File: config.mk
export PLATFORM = sky130hd
export DESIGN_NAME = socket_rr_arbiter
export DESIGN_NICKNAME = d
export VERILOG_FILES = /design/src/rtl/socket_rr_arbiter.sv
export SDC_FILE = /design/constraint.sdc
export NUM_CORES = 1
export LEC_CHECK = 0
export BUFFER_PORTS_ARGS = -buffer_cell sky130_fd_sc_hd__buf_2
export CAP_MARGIN = 20
export CORE_MARGIN = 5
export CORE_UTILIZATION = 40
export CTS_CLUSTER_DIAMETER = 120
export CTS_CLUSTER_SIZE = 20
export DETAILED_ROUTE_END_ITERATION = 10
export PLACE_DENSITY = 0.74
export SLEW_MARGIN = 30
export SYNTH_ARGS = -nofsm -noshare
export SYNTH_HDL_FRONTEND = slang
export SYNTH_SLANG_ARGS = --single-unit
File: constraint.sdc
create_clock -name i_clk -period 3.59 [get_ports i_clk]
set_clock_uncertainty 0.05 [all_clocks]
set_input_delay 0.359 -clock i_clk [delete_from_list [all_inputs] [get_ports i_clk]]
set_output_delay 0.359 -clock i_clk [all_outputs]
set_load 0.05 [all_outputs]
File: src/rtl/socket_rr_arbiter.sv
// Round-robin arbiter that shares one downstream write socket between NUM_REQ
// upstream read sockets. Grants are capped at BURST_LEN words and released early
// when the owner runs empty.
module socket_rr_arbiter #(
  parameter int NUM_REQ    = 4,
  parameter int DATA_WIDTH = 8,
  parameter int BURST_LEN  = 4
) (
  input  logic                          i_clk,
  input  logic                          i_rst,
  input  logic [NUM_REQ*DATA_WIDTH-1:0] i_data,
  input  logic [NUM_REQ-1:0]            i_dv,
  output logic [NUM_REQ-1:0]            o_rd_en,
  input  logic                          i_full,
  output logic [DATA_WIDTH-1:0]         o_data,
  output logic                          o_dv,
  output logic [NUM_REQ-1:0]            o_grant,
  output logic                          o_busy
);

  localparam int IDX_W  = $clog2(NUM_REQ);
  localparam int BEAT_W = (BURST_LEN > 1) ? $clog2(BURST_LEN) : 1;
  localparam logic [IDX_W-1:0]  LAST_INIT = IDX_W'(NUM_REQ - 1);
  localparam logic [BEAT_W-1:0] BEAT_MAX  = BEAT_W'(BURST_LEN - 1);
  localparam logic [IDX_W:0]    NUM_REQ_W = (IDX_W + 1)'(NUM_REQ);

  typedef enum logic {IDLE, GRANT} state_e;

  state_e                  state_q;
  logic [NUM_REQ-1:0]      grant_q;
  logic [IDX_W-1:0]        owner_q;
  logic [IDX_W-1:0]        last_q;
  logic [BEAT_W-1:0]       beat_q;
  logic [DATA_WIDTH-1:0]   data_q;
  logic                    dv_q;

  logic                    found_d;
  logic [IDX_W-1:0]        pick_d;
  logic [IDX_W:0]          cand;
  logic                    owner_dv;
  logic                    xfer;
  logic [DATA_WIDTH-1:0]   owner_word;

  // Search starts just after the previous owner so it is considered last.
  // NOTE: every variable gets a default before the loop so no latch is inferred.
  always_comb begin
    found_d = 1'b0;
    pick_d  = '0;
    cand    = '0;
    for (int i = 1; i <= NUM_REQ; i++) begin
      cand = {1'b0, last_q} + (IDX_W + 1)'(i);
      if (cand >= NUM_REQ_W) cand = cand - NUM_REQ_W;
      if (!found_d && i_dv[cand[IDX_W-1:0]]) begin
        found_d = 1'b1;
        pick_d  = cand[IDX_W-1:0];
      end
    end
  end

  assign owner_dv   = i_dv[owner_q];
  assign xfer       = (state_q == GRANT) && owner_dv && !i_full;
  assign owner_word = i_data[int'(owner_q)*DATA_WIDTH +: DATA_WIDTH];

  // Pop strobe is combinational so the requester pops on the same edge that
  // registers its word; grant_q masks it to the single owner.
  assign o_rd_en = (state_q == GRANT && !i_full) ? (grant_q & i_dv) : '0;

  // NOTE: sequential state uses non-blocking assignments only, so every
  // register here sees the pre-edge value of every other register.
  always_ff @(posedge i_clk or negedge i_rst) begin
    if (!i_rst) begin
      state_q <= IDLE;
      grant_q <= '0;
      owner_q <= '0;
      last_q  <= LAST_INIT;
      beat_q  <= '0;
      data_q  <= '0;
      dv_q    <= 1'b0;
    end else begin
      dv_q <= xfer;
      if (xfer) data_q <= owner_word;

      case (state_q)
        IDLE: begin
          if (found_d) begin
            state_q <= GRANT;
            grant_q <= {{(NUM_REQ-1){1'b0}}, 1'b1} << pick_d;
            owner_q <= pick_d;
            beat_q  <= '0;
          end
        end
        GRANT: begin
          // An empty owner releases even while stalled by i_full.
          if (!owner_dv || (xfer && beat_q == BEAT_MAX)) begin
            state_q <= IDLE;
            last_q  <= owner_q;
            grant_q <= '0;
            beat_q  <= '0;
          end else if (xfer) begin
            beat_q <= beat_q + 1'b1;
          end
        end
      endcase
    end
  end

  assign o_data  = data_q;
  assign o_dv    = dv_q;
  assign o_grant = grant_q;
  assign o_busy  = (state_q == GRANT);

endmodule

==> impl_metrics.yaml, run 1 <==
global_routing:
  grt_pass1_vias: 1006
  grt_antenna_before_repair: 0
  busiest_layer: "met2"
  grt_overflow_total: 0
  grt_start_max_net_pins: 21
  grt_pass1_wl_microns: 4650
  use_met1_pct: 17.0
  grt_util_all_layers_pct: 14.0
  use_met3_pct: 2.66
  met2_usage_pct: 25.1
logic_synthesis:
  synth_edf_count: 0
  avgSynthCellArea_sq_um: 13.1
  yosysWarningCount: 0
  synthFlopType: "dfrtp_1"
  syn_area_sq_um: 1140
  async_flop_share_pct: 100
  ys_seq_area_share_pct: 44.2
  syn_inst: 87
  synth_cell_types: 32
  syn-num-nets: 127
  synth-seq-cells: 20
outcome:
  status: "finished clean"
timing:
  fmax_ghz: 0.480
  slew_viol_final: 0
  min_period_over_period_pct: 58.1
  hold_viol: 0
  setup_viol: 0
  worst_pin_slew_ns: 0.594
  finalCriticalPeriod_ns: 2.08
  rsz0062_at_grt: "no"
  setup_tns_ns: 0
  slew_headroom_pct: 60.1
die:
  coreArea_sq_um: 2730
  io_pins: 57
  row_count: 19
  initial_core_util_pct: 41.6
  fp.dieH_microns: 63.3
  die_w_microns: 63.3
  die-area_sq_um: 4010
layout:
  nets: 186
  drive_above_1_share_pct: 61.4
  areaGrowthSynthToFinish_pct: 32.3
  final_common_cell: "buf_2"
  stdcell_count: 176
  layout_common_cells: "buf_2 (56), dfrtp_1 (18), mux4_2 (9), mux2_2 (9), nand2_1 (6)"
  antenna_cells: 0
cts:
  cts_buffer_depth: 2
  cts_hold_buf: 1
  root_buffer: "clkbuf_4"
  numClockSinks: 20
  post_cts_buffers: 0
  cts_resized: 0
  worstSkewPairLatency_ns: 0.30
  cts_tree: "done"
  htreeDepth: 1
  numCtsBuffers: 3
  path_clk_slew_ns: 0.12
power:
  irDropWorstVdd_mv: 0.784
  power.total_w: 0.00139
  leakage_nw: 0.756
  p_per_area_nw_per_um2: 921
worst_setup_path:
  end_kind: "flip-flop"
  cpMaxStageDelayCell: "dfrtp_1"
  critical-path-max-stage-delay_ns: 0.73
  worstPathMaxFanout: 11
  worstPathCellList: "mux4_2, nand2_4, mux2_2"
  required_ns: 3.74
  cp-start-kind: "flip-flop"
  crit_type: "flip-flop to flip-flop"
  arrival_ns: 2.23
place:
  port_buffers: 56
  dp.final_hpwl_microns: 2310
  gp_congestion: 0.865
  dp.cells: 171
drt:
  drtIter0Drc: 26
  avgViaCountPerCell: 5.51
  firstDrtPassIters: 4
  antenna_left: 0
  via_count: 969
  routed_wl_microns: 2730
  drc: 0
  wire_per_inst_microns: 15.5
hold_path:
  hp-class: "input pin to flip-flop"
run:
  maxCapViolCount: 0
layer usage:
layer / share of wire (%) / up-vias
met5: 0 / -
met4: 0.51 / 0
met3: 4.2 / 2
met2: 58 / 26
met1: 37 / 488
li1: - / 453
per-stage QoR:
step / util, % / cell area [sq um] / setup slack (ns) / hold slack [ns]
floorplan: - / 1140 / 1.65 / 0.0134
global placement: 52.8 / 1440 / 1.52 / 0.273
detailed placement: 52.8 / 1440 / 1.47 / 0.279
CTS: 55.1 / 1510 / 1.46 / 0.408
global route: 55.1 / 1510 / 1.34 / 0.422
finish: 55.1 / 1510 / 1.51 / 0.418
report_power, final:
group	total (W)	internal [W]	switching [W]	leakage, nW
sequential	0.000444	0.000335	0.000110	0.243
combinational	0.000759	0.000302	0.000457	0.485
clock	0.000184	0.000113	0.0000708	0.0279
worst paths after layout:
kind                       cells after the start  slack (ns)        from         to
setup reg to reg                               3        1.51  owner_q[0]  o_data[2]
min in group asynchronous                      2        0.46       i_rst  beat_q[0]
max in group asynchronous                      2        2.70       i_rst  last_q[1]
hold reg to reg                                1        0.46   o_data[6]  o_data[6]
setup / recovery                               3        1.51  owner_q[0]  o_data[2]
hold / removal                                 4        0.42      i_full  beat_q[1]
cells by family after synthesis:
family,synth area share [%]
AO/OA/AOI/OAI,10.9
adder cells (fa/ha/maj),1.10
buffers and inverters,2.20
flip-flops,44.2
multiplexers,29.4
AND/OR/NAND/NOR,12.2
sequential cells by signal (all words and copies together), names as in the netlist:
signal,flops
o_data,8
o_grant,4
beat_q,2
last_q,2
owner_q,2
o_busy,1
o_dv,1
worst max-delay path: cells and delay by family (launching register included):
family	cells	cell delay [ns]
DFF	1	0.73
and+or+nand+nor	1	0.19
muxes	2	1.02
Yosys cell counts (all sizes together) (2+ instances only):
cell type,number,area (sq um)
inv,3,11.3
and3,4,26.3
dfstp,2,52.6
buf,2,10.0
o32ai,2,17.5
or2b,2,15.0
nor2,4,17.5
nand2,7,33.8
nand2b,2,12.5
mux2,11,131
a21oi,4,31.3
dfrtp,18,450
o21ai,2,10.0
a32o,2,20.0
mux4,9,203
nand3,2,10.0
layout make-up:
class                   count  area, sq um
repair buffers             57          290
flip-flops and latches     20          503
inverters                   3         11.3
multi-input cells          61          609
clock buffers               3         22.5
well taps                  31         38.8
clock inverters             1         30.0
fillers                   241         1230
Note: power is estimated with default switching activity, not from simulation.
==> inputs of run 2 (changes only) <==
PLACE_DENSITY = 0.77   (was 0.74)
clock period = 1.85 ns   (was 3.59 ns; I/O delays follow)
==> impl_metrics.yaml, run 2 (synthesis results as in run 1) <==
worst_setup_path:
  critical-path-max-stage-delay_ns: 0.47
  arrival_ns: 1.47
  cp-startpoint: "o_busy"
  cpMaxStageDelayCell: "dfrtp_1"
  required_ns: 1.62
  worstPathMaxFanout: 7
  cp-start-kind: "flip-flop"
  end_kind: "primary output"
  r2r_start: "owner_q[0]"
  worstPathCellList: "nor2b_4, and3_2, buf_2"
  crit_type: "flip-flop to primary output"
timing:
  finalCriticalPeriod_ns: 1.70
  fmax_ghz: 0.588
  setup_tns_ns: 0
  min_period_over_period_pct: 91.9
  slew_viol_final: 0
  hold_viol: 0
  worst_pin_slew_ns: 0.510
  slew_headroom_pct: 65.7
  setup_viol: 0
  rsz0062_at_grt: "no"
global_routing:
  grt_pass1_wl_microns: 4620
  busiest_layer: "met2"
  grt_start_max_net_pins: 21
  grt_overflow_total: 0
  use_met1_pct: 17.8
  grt_antenna_before_repair: 0
  grt_util_all_layers_pct: 14.2
  met2_usage_pct: 24.1
  grt_pass1_vias: 1008
  use_met3_pct: 3.37
cts:
  path_clk_slew_ns: 0.11
  numClockSinks: 20
  cts_buffer_depth: 2
  worstSkewPairLatency_ns: 0.29
  cts_tree: "done"
  root_buffer: "clkbuf_4"
  numCtsBuffers: 3
  htreeDepth: 1
die:
  coreArea_sq_um: 2730
  row_count: 19
  die-area_sq_um: 4010
  initial_core_util_pct: 41.6
  die_w_microns: 63.3
  io_pins: 57
  fp.dieH_microns: 63.3
drt:
  wire_per_inst_microns: 15.5
  firstDrtPassIters: 4
  drc: 0
  via_count: 961
  routed_wl_microns: 2770
  avgViaCountPerCell: 5.37
  antenna_left: 0
  drtIter0Drc: 13
power:
  p_per_area_nw_per_um2: 1730
  combPwrFrac_pct: 62.0
  seqPwrFrac_pct: 29.9
  swShare_pct: 47.6
  p_int_w: 0.00137
  irDropWorstVdd_mv: 0.985
  leakage_nw: 0.764
  pwr-share-clk_pct: 8.2
  switchingPower_w: 0.00124
layout:
  fillers: 236
  drive_above_1_share_pct: 62.2
  largest_reg_flops: 8
  design_area_sq_um: 1510
  antenna_cells: 0
  nets: 189
  areaGrowthSynthToFinish_pct: 32.7
  final_common_cell: "buf_2"
  layout_common_cells: "buf_2 (56), dfrtp_1 (18), mux4_2 (9), mux2_2 (9), nand2_1 (6)"
place:
  gp_congestion: 0.813
  dp.final_hpwl_microns: 2300
  dpl_cell_area_sq_um: 1470
  port_buffers: 56
hold_path:
  hp-class: "input pin to flip-flop"
  holdCritStartpoint: "i_full"
outcome:
  status: "finished clean"
run:
  maxCapViolCount: 0
[run 2: cell count changes in the layout (fill, tap and decap cells not counted), sizes merged]
cell,change
buf,+3
clkbuf,+1
bufinv,-1
[run 2: stage by stage]
step           hold slack, ns  setup slack [ns]  util, %  instances  power [W]
2_1_floorplan          -0.161            0.0800        -         87    0.00202
3_3_place_gp           0.0927             0.236     53.6        174    0.00236
3_5_place_dp            0.105             0.196     53.6        174    0.00241
4_1_cts                 0.240            0.0718     55.0        179    0.00262
5_1_grt                 0.251            0.0646     55.2        179    0.00277
6_report                0.247             0.149     55.2        179    0.00261
[run 2: timing repair]
| action | CTS | global route |
|---|---|---|
| hold buffers | 1 | 0 |
| gates resized for setup | 1 | 1 |
| setup buffers | 0 | 0 |
| endpoints found under the setup margin | 4 | 2 |
| hold endpoints to repair | 18 | 0 |
[run 2: area by class of cell]
class	instances	area, sq um	share of cell area [%]
Clock buffer	4	26.3	1.74
Multi-Input combinational cell	61	617	40.9
Timing Repair Buffer	60	313	20.7
Inverter	3	11.3	0.746
Sequential cell	20	503	33.3
Tap cell	31	38.8	2.57
[run 2: worst paths after layout]
path | endpoint | slack [ns] | cells after the start
max | o_rd_en[3] | 0.15 | 3
min | o_dv | 0.25 | 4
max reg2reg | o_data[7] | 0.18 | 3
min reg2reg | o_data[1] | 0.46 | 1
max in group asynchronous | last_q[1] | 1.10 | 2
min in group asynchronous | o_dv | 0.31 | 2
[run 2: metal layers]
metal	part of all wire (%)	vias up
met5	0	-
met2	55	26
met3	5.3	2
met1	39	472
li1	-	461
met4	0.83	0
[run 2: worst max-delay path, delay by kind of cell, from the launching register on]
| family | cells | cell delay (ns) |
|---|---|---|
| buf+inv | 1 | 0.25 |
| flops | 1 | 0.47 |
| simple gates | 2 | 0.45 |
[run 2: power groups by stage]
stage	clock network (W)	logic, W	registers, W
6_report	0.000213	0.00162	0.000778
5_1_grt	0.000236	0.00172	0.000808
4_1_cts	0.000217	0.00163	0.000778
3_5_place_dp	0	0.00162	0.000787
3_3_place_gp	0	0.00158	0.000778
2_1_floorplan	0	0.000771	0.00125
